## src/rtl/pe_pkg.sv

```systemverilog
// rtl/pe_pkg.sv - width helpers and priority-order constants shared by the priority encoders
package pe_pkg;

  localparam int PRIO_LSB = 0;
  localparam int PRIO_MSB = 1;

  function automatic int clog2(input int v);
    int r;
    int p;
    r = 0;
    p = 1;
    while (p < v) begin
      p = p * 2;
      r = r + 1;
    end
    return r;
  endfunction

  // Smallest power of 4 that is >= v (minimum 4); the encoder tree pads to this size.
  function automatic int pow4_ceil(input int v);
    int p;
    p = 4;
    while (p < v) p = p * 4;
    return p;
  endfunction

endpackage

```

## src/rtl/pe_comb.sv

```systemverilog
// rtl/pe_comb.sv - combinational recursive 4-way priority encoder, LSB- or MSB-first
module pe_comb
  import pe_pkg::*;
#(
  parameter int WIDTH     = 16,
  parameter int MSB_FIRST = 0
) (
  input  logic [WIDTH-1:0]        req,
  output logic [clog2(WIDTH)-1:0] bin,
  output logic                    vld
);

  localparam int L2W = clog2(WIDTH);
  localparam int PW  = pow4_ceil(WIDTH);
  localparam int L2P = clog2(PW);

  logic [PW-1:0]  padded;
  logic [L2P-1:0] pbin;

  assign padded = PW'(req);

  if (PW == 4) begin : g_leaf
    always_comb begin
      pbin = '0;
      if (MSB_FIRST == PRIO_MSB) begin
        if (padded[3])      pbin = 2'd3;
        else if (padded[2]) pbin = 2'd2;
        else if (padded[1]) pbin = 2'd1;
        else                pbin = 2'd0;
      end else begin
        if (padded[0])      pbin = 2'd0;
        else if (padded[1]) pbin = 2'd1;
        else if (padded[2]) pbin = 2'd2;
        else if (padded[3]) pbin = 2'd3;
        else                pbin = 2'd0;
      end
    end
    assign vld = |padded;
  end else begin : g_node
    localparam int CW = PW / 4;
    logic [3:0]     cvld;
    logic [L2P-3:0] cbin [4];
    logic [1:0]     sel;

    for (genvar g = 0; g < 4; g++) begin : g_child
      pe_comb #(.WIDTH(CW), .MSB_FIRST(MSB_FIRST)) u_child (
        .req (padded[g*CW +: CW]),
        .bin (cbin[g]),
        .vld (cvld[g])
      );
    end

    // Quadrant choice uses the same priority order as the leaves.
    always_comb begin
      sel = 2'd0;
      if (MSB_FIRST == PRIO_MSB) begin
        if (cvld[3])      sel = 2'd3;
        else if (cvld[2]) sel = 2'd2;
        else if (cvld[1]) sel = 2'd1;
        else              sel = 2'd0;
      end else begin
        if (cvld[0])      sel = 2'd0;
        else if (cvld[1]) sel = 2'd1;
        else if (cvld[2]) sel = 2'd2;
        else if (cvld[3]) sel = 2'd3;
        else              sel = 2'd0;
      end
    end

    assign pbin = {sel, cbin[sel]};
    assign vld  = |cvld;
  end

  if (L2P > L2W) begin : g_trim
    // Padding bits are always zero, so the dropped high index bits are always zero too.
    logic unused_pbin_hi;
    assign unused_pbin_hi = ^pbin[L2P-1:L2W];
  end

  assign bin = pbin[L2W-1:0];

endmodule

```

## src/rtl/pe_scan.sv

```systemverilog
// rtl/pe_scan.sv - handshaked multi-hit priority encoder emitting one set-bit index per cycle
module pe_scan
  import pe_pkg::*;
#(
  parameter int WIDTH     = 16,
  parameter int MSB_FIRST = 0
) (
  input  logic                    clk,
  input  logic                    rst,
  input  logic                    flush,
  input  logic [WIDTH-1:0]        in_vec,
  input  logic                    in_vld,
  output logic                    in_rdy,
  output logic [clog2(WIDTH)-1:0] out_bin,
  output logic                    out_vld,
  input  logic                    out_rdy,
  output logic                    out_last,
  output logic                    busy
);

  localparam int L2W = clog2(WIDTH);

  typedef enum logic {IDLE, SCAN} state_t;

  state_t           state;
  state_t           state_nxt;
  logic [WIDTH-1:0] pend;
  logic [WIDTH-1:0] pend_nxt;
  logic [WIDTH-1:0] clr_mask;
  logic [L2W-1:0]   enc_bin;
  logic             enc_vld;
  logic             hs;
  logic             hs_last;
  logic             load;

  pe_comb #(.WIDTH(WIDTH), .MSB_FIRST(MSB_FIRST)) u_enc (
    .req (pend),
    .bin (enc_bin),
    .vld (enc_vld)
  );

  assign busy     = (state == SCAN);
  assign out_vld  = busy & enc_vld;
  assign out_bin  = out_vld ? enc_bin : '0;
  // Exactly one bit left: clearing the lowest set bit empties the vector.
  assign out_last = out_vld & ((pend & (pend - WIDTH'(1))) == '0);

  assign hs       = out_vld & out_rdy;
  assign hs_last  = hs & out_last;
  assign in_rdy   = ((state == IDLE) | hs_last) & ~flush;
  assign load     = in_vld & in_rdy & (|in_vec);
  assign clr_mask = WIDTH'(1) << out_bin;

  always_comb begin
    state_nxt = state;
    pend_nxt  = pend;
    if (flush) begin
      state_nxt = IDLE;
      pend_nxt  = '0;
    end else begin
      case (state)
        IDLE: begin
          if (load) begin
            pend_nxt  = in_vec;
            state_nxt = SCAN;
          end
        end
        SCAN: begin
          if (hs_last) begin
            if (load) begin
              pend_nxt  = in_vec;
              state_nxt = SCAN;
            end else begin
              pend_nxt  = '0;
              state_nxt = IDLE;
            end
          end else if (hs) begin
            pend_nxt = pend & ~clr_mask;
          end
        end
        default: begin
          state_nxt = IDLE;
          pend_nxt  = '0;
        end
      endcase
    end
  end

  always_ff @(posedge clk or posedge rst) begin
    if (rst) begin
      state <= IDLE;
      pend  <= '0;
    end else begin
      state <= state_nxt;
      pend  <= pend_nxt;
    end
  end

endmodule

```

## config.mk

```make
export PLATFORM = sky130hd
export DESIGN_NAME = pe_scan
export DESIGN_NICKNAME = d
export VERILOG_FILES = /design/src/rtl/pe_pkg.sv /design/src/rtl/pe_comb.sv /design/src/rtl/pe_scan.sv
export SDC_FILE = /design/constraint.sdc
export NUM_CORES = 1
export LEC_CHECK = 0
export ABC_CLOCK_PERIOD_IN_PS = 4500
export BUFFER_PORTS_ARGS = -buffer_cell sky130_fd_sc_hd__buf_2
export CORE_MARGIN = 1.5
export CORE_UTILIZATION = 59
export DETAILED_ROUTE_END_ITERATION = 12
export PLACE_DENSITY = 0.85
export RECOVER_POWER = 100
export SLEW_MARGIN = 5
export SYNTH_ARGS = -nofsm -noshare
export SYNTH_HDL_FRONTEND = slang
export SYNTH_HIERARCHICAL = 1
export SYNTH_SLANG_ARGS = --single-unit
```

## constraint.sdc

```tcl
create_clock -name clk -period 4.5 [get_ports clk]
set_input_delay 0.675 -clock clk [delete_from_list [all_inputs] [get_ports clk]]
set_output_delay 0.675 -clock clk [all_outputs]
set_load 0.005 [all_outputs]
```

Word level (Yosys, flattened, before mapping)
Cells that the tools add are included.
- bits in registers: 17
- latch bits: 0
- bits in writable memories: 0
- memory bits (read-only): 0
- bits of input ports: 21
- output and inout bits: 8
- logic and storage cells: 63
- memories kept: 0
- add/sub/neg operators: 1
- multiply operators: 0
- divide/modulo/power cells: 0
- magnitude comparators: 1
- eq/ne operators: 2
- shifts and indexed selects: 1
- muxes and demuxes: 34
- bitwise operators: 14
- reductions and logical operators: 8
- operators with widths (cell ; count):
    16-bit two-way mux ; 5
    2-bit two-way mux ; 22
    16-bit bitwise AND ; 2
    16-bit one-hot mux with 2 select lines ; 1
    16-bit OR reduction ; 2
    16-bit zero test ; 1
    16-bit inverter ; 1
    4-bit OR reduction ; 4
    1-bit by 4-bit << shifter with 16-bit output, first input constant ; 1
    16-bit by 1-bit subtractor with 16-bit output, second input constant ; 1
    1-bit bitwise AND ; 7
    2-bit binary-select mux with 2-bit select ; 1
    4-bit two-way mux ; 1
    4-bit by 2-bit inequality test with 1-bit output, second input constant ; 1
    3-bit greater-or-equal comparator, second input constant ; 1
    1-bit two-way mux ; 3
    3-bit inequality test, second input constant ; 1
    2-bit inverter with 3-bit output ; 1
    1-bit inverter ; 2
    1-bit one-hot mux with 2 select lines ; 1
    2-bit AND reduction ; 1
    1-bit bitwise OR ; 1

Depth between registers and ports, before layout
- depth after elaboration: 17
- depth in mapped cells: 15
- mapped depth without buffers: 11

Modules after synthesis
The synthesis kept the hierarchy.
- by module, submodules not included (module ; instances ; cells each ; area each (µm²) ; seq. area each (µm²)):
    pe_scan ; 1 ; 138 ; 1203.7 ; 425.4
    pe_comb (u_enc.g_node.g_child[0].u_child ...) ; 4 ; 7 ; 35.0 ; 0.0
    pe_comb (u_enc) ; 1 ; 23 ; 130.1 ; 0.0

Least setup slack after synthesis
OpenSTA, ideal clock, no wires.
- path type: reg-to-output
- start: register pend[8]
- end: output in_rdy
- arrival time: 1.959 ns
- data required time: 3.825 ns
- path slack: 1.866 ns
- stages on the path, launching flop included: 12
- path buffers: 1
- cells stage by stage: dfrtp_1 -> nor2_1 -> nand2_1 -> nor2_1 -> nand2_1 -> and2_1 -> buf_2 -> nand4_1 -> a221o_1 -> a211oi_2 -> nand2_2 -> a21oi_1
- RTL lines (item ; RTL line ; RTL):
    from (decl) ; pe_scan.sv:27 ; logic [WIDTH-1:0] pend;
    from (signal assigned) ; pe_scan.sv:95 ; pend <= pend_nxt;
    16-bit OR reduction ; pe_comb.sv:71 ; assign vld = |cvld;
    net enc_vld ; pe_scan.sv:31 ; logic enc_vld;
    1-bit bitwise AND ; pe_scan.sv:43 ; assign out_vld = busy & enc_vld;
    net out_vld ; pe_scan.sv:15 ; output logic out_vld,
    1-bit bitwise AND ; pe_scan.sv:46 ; assign out_last = out_vld & ((pend & (pend - WIDTH'(1))) == '0);
    net out_last ; pe_scan.sv:17 ; output logic out_last,
    1-bit bitwise AND ; pe_scan.sv:49 ; assign hs_last = hs & out_last;
    1-bit bitwise OR ; pe_scan.sv:50 ; assign in_rdy = ((state == IDLE) | hs_last) & ~flush;
    1-bit bitwise AND ; pe_scan.sv:50 ;
    to (decl) ; pe_scan.sv:13 ; output logic in_rdy,
The timed path passes the listed nets, and every way through them passes these cells.

Worst setup path after layout
- start: register pend[0]
- end: register pend[0]
- longest elaborated chain between the ends: 14
- RTL lines (item ; RTL line ; RTL):
    4-bit OR reduction * ; pe_comb.sv:38 ; assign vld = |padded;
    net u_enc.g_node.cvld[0] ; pe_comb.sv:41 ; logic [3:0] cvld;
    2-bit two-way mux * ; pe_comb.sv:62 ; if (cvld[0]) sel = 2'd0;
    2-bit inverter with 3-bit output (not written as such) ; pe_comb.sv:70 ; assign pbin = {sel, cbin[sel]};
    2-bit binary-select mux with 2-bit select ; pe_comb.sv:70 ;
    2-bit two-way mux (not written as such) (2 in a row) ; pe_comb.sv:70 ;
    4-bit two-way mux * ; pe_scan.sv:44 ; assign out_bin = out_vld ? enc_bin : '0;
    1-bit by 4-bit << shifter with 16-bit output * ; pe_scan.sv:52 ; assign clr_mask = WIDTH'(1) << out_bin;
    16-bit inverter * ; pe_scan.sv:78 ; pend_nxt = pend & ~clr_mask;
    16-bit bitwise AND * ; pe_scan.sv:78 ;
    16-bit two-way mux * ; pe_scan.sv:77 ; end else if (hs) begin
    16-bit two-way mux * ; pe_scan.sv:69 ; if (hs_last) begin
    16-bit one-hot mux with 2 select lines * ; pe_scan.sv:61 ; case (state)
    16-bit two-way mux * ; pe_scan.sv:57 ; if (flush) begin
The timed path passes the listed nets; every way through them passes the cells marked *. The select of a mux whose other input is x is not followed.
A chain may end at the register's enable or synchronous reset.

==> flow_metrics.env <==
export IMPL_r2r_slack_ps=910
export IMPL_r2r_cells=11
export IMPL_synth_seq_area_share_pct=28.9
export IMPL_cts_resized=0
export IMPL_cp_slowest_cell="a211oi_2"
export IMPL_hpwlAfterDp_um=3320
export IMPL_post_cts_buffers=0
export IMPL_wl_um=4300
export IMPL_ys_ff_latch=17
export IMPL_cts_max_level=1
export IMPL_hold_path_class="primary input to asynchronous set/reset pin"
export IMPL_track_usage_pct=34.9
export IMPL_power_leakage_uw=0.000684
export IMPL_clockRootBuffer="clkbuf_4"
export IMPL_final_cell_mix="26 x nor2_1, 23 x buf_2, 22 x nand2_1"
export IMPL_cp_arrival_ps=3820
export IMPL_drt_iter0_markers=110
export IMPL_rr_startpoint="pend[0]$_DFFE_PP0P_"
export IMPL_clk_latency_ps=290
export IMPL_slowest_delay_ps=920
export IMPL_via_per_inst=6.94
export IMPL_top_usage_layer="met2"
export IMPL_fin_tns_setup_ps=0
export IMPL_gp_congestion=0.956
export IMPL_die_x_um=53.0
export IMPL_tightest_slew_ps=1070
export IMPL_internal_power_uw=286
export IMPL_final_hold_viol_count=0
export IMPL_worstReg2RegEnd="pend[0]$_DFFE_PP0P_"
export IMPL_ant_nets=0
export IMPL_cts_buffer_depth=2
export IMPL_synthCells=189
export IMPL_worstSetupStartpointType="register"
export IMPL_status="finished, final reports clean"
export IMPL_vias=1665
export IMPL_setup_viol=0
export IMPL_path_cells="nor2_1 > nand2_1 > nor2_1 > nand2_1 > and2_0 > nand4_1 > a221o_1 > a211oi_1 > nand2_2 > a211oi_2 > a221o_2"
export IMPL_cts_tree="done"
export IMPL_cts_sinks=17
export IMPL_pwr_share_seq_pct=39.5
export IMPL_nFillCells=197
export IMPL_post_route_util_pct=70.3
export IMPL_period_minus_slack_ps=3590
export IMPL_rsz0062_at_grt="no"
export IMPL_die_area_um2=2810
export IMPL_die_h_um=53.0
export IMPL_grt_use_met2_pct=55.2
export IMPL_p_switching_uw=210
export IMPL_first_pass_iters=5
export IMPL_area_growth_pct=8.57
export IMPL_fmaxAchievable_mhz=279
export IMPL_io_pins=29
export IMPL_use_met3_pct=7.34
export IMPL_path_buf_inv=0
export IMPL_grt_util_met1_pct=48.2
export IMPL_synth_nets=210
export IMPL_grt_overflow_total=0
export IMPL_yosys_area_top_type="dfrtp_1"
export IMPL_ys_warn_count=6
export IMPL_power_density_nw_per_um2=310
export IMPL_start_util_pct=64.8
export IMPL_syn_avg_cell_area_um2=7.80
export IMPL_cts_reportedPaths_clkPinSlew_ps=100
export IMPL_core_area_um2=2280
export IMPL_crit_family="compound AO/OA/AOI/OAI gates"
export IMPL_relSlewSlack_pct=28.8
export IMPL_worstSetupPathType="register to register"
export IMPL_fin_crit_sh_pct=79.7
export IMPL_synthDistinctLibCells=41
export IMPL_num_nets_final=234
export IMPL_switching_share_pct=42.3
export IMPL_io_buffers=28
export IMPL_hold_buffers=0
export IMPL_drcViolationCount=0
export IMPL_clock_power_share_pct=17.0
export IMPL_path_depth=11
export IMPL_ir_worst_vdd_mv=0.191
export IMPL_drive_above_1_share_pct=19.3
export IMPL_setup_ws_ps=915
export IMPL_fin_total_pwr_uw=496
export IMPL_finalMaxSlewViolations=0
export IMPL_maxCapViolCount=0
export IMPL_crit_path_max_fanout=16
export IMPL_final_common_cell="nor2_1"
export IMPL_crit_path_end_kind="register"
export IMPL_placed_cell_area_um2=1590
export IMPL_diodes=0
export IMPL_yosys_top_cells_area="dfrtp_1 29%, nor2_1 6.4%, a22o_1 5.9%"
export IMPL_synth_area_um2=1470
export IMPL_grt_start_max_net_pins=18
export IMPL_pwr_share_comb_pct=43.5
export IMPL_dpl_worst_slack_ps=1510
export IMPL_grt_pass1_wl_um=7040
export IMPL_wl_per_cell_um=17.9
export IMPL_grt_pass1_vias=1448
export IMPL_final_cell_area_um2=1600
export IMPL_fin_skew_ps=1.62
export IMPL_rows=17
export IMPL_antenna_found_initial=0
export IMPL_cts_buffers=3
export IMPL_synth_top_area_share_pct=28.9
export IMPL_crit_required_ps=4740
==> worst max-delay path by stage <==
stage                                    from                   end  slack [ps]
final                     pend[0]$_DFFE_PP0P_   pend[0]$_DFFE_PP0P_         910
after global routing      pend[0]$_DFFE_PP0P_   pend[8]$_DFFE_PP0P_         620
after CTS                 pend[0]$_DFFE_PP0P_                in_rdy        1180
after detailed placement  pend[0]$_DFFE_PP0P_   pend[0]$_DFFE_PP0P_        1510
after global placement    pend[0]$_DFFE_PP0P_  pend[12]$_DFFE_PP0P_        1640
after floorplan           pend[8]$_DFFE_PP0P_                in_rdy        1870
==> kinds of logic (layout without fill, tap and decap cells) <==
group,Yosys count,after routing,share of synthesized area (%)
flip-flops,17,17,28.9
buffers and inverters,17,40,5.77
AO/OA/AOI/OAI,60,60,33.3
AND/OR/NAND/NOR,95,95,32.1
==> cells in the mapped netlist, drive strengths merged <==
| cell | count |
|---|---|
| nor2 | 26 |
| nand2 | 23 |
| dfrtp | 17 |
| nor3 | 16 |
| a21oi | 10 |
| a22o | 10 |
| o31ai | 10 |
| o21ai | 9 |
| inv | 8 |
| a221o | 7 |
| buf | 6 |
| nand2b | 6 |
| nor4 | 6 |
| and2 | 4 |
| nand4 | 4 |
| o221ai | 4 |
| clkbuf | 3 |
| nor2b | 3 |
| o221a | 3 |
| or3 | 3 |
| a211oi | 2 |
| and3 | 2 |
| a2111oi | 1 |
| a211o | 1 |
| and4 | 1 |
| nand3 | 1 |
| o21a | 1 |
| o22ai | 1 |
| o32a | 1 |
==> worst reg2reg max path: cells and delay by family (launching register included) <==
kind	cells	cell delay, ps
flops	1	510
compound gates	4	1940
simple gates	7	1090
==> stage by stage <==
stage | hold slack, ps | std cells
floorplan | 531 | 189
finish | 461 | 240
global route | 505 | 240
detailed placement | 585 | 236
global placement | 578 | 236
CTS | 476 | 240
==> cell type report <==
class	count	area, µm²	area share (%)
multi-input combinational	155	948	59.3
sequential	17	425	26.6
timing repair buffer	28	135	8.44
tap	28	35.0	2.19
inverter	8	30.0	1.88
clock buffer	4	26.3	1.64
==> flip-flops by register name, indices dropped and copies added, names as in the netlist <==
signal / count
busy: 1
pend: 16
==> layer usage <==
| metal | wire [µm] | vias up |
|---|---|---|
| li1 | - | 761 |
| met1 | 1740 | 776 |
| met2 | 2010 | 116 |
| met3 | 457 | 12 |
| met4 | 92 | 0 |
| met5 | 0 | - |
==> power groups by stage <==
stage | Sequential, µW | Clock [µW] | Combinational, µW
final | 196 | 84.5 | 216
after global routing | 199 | 94.6 | 238
after CTS | 195 | 86.0 | 215
after detailed placement | 198 | 0 | 213
after global placement | 196 | 0 | 209
after floorplan | 188 | 0 | 168
Power figures use the tool's default switching activity.
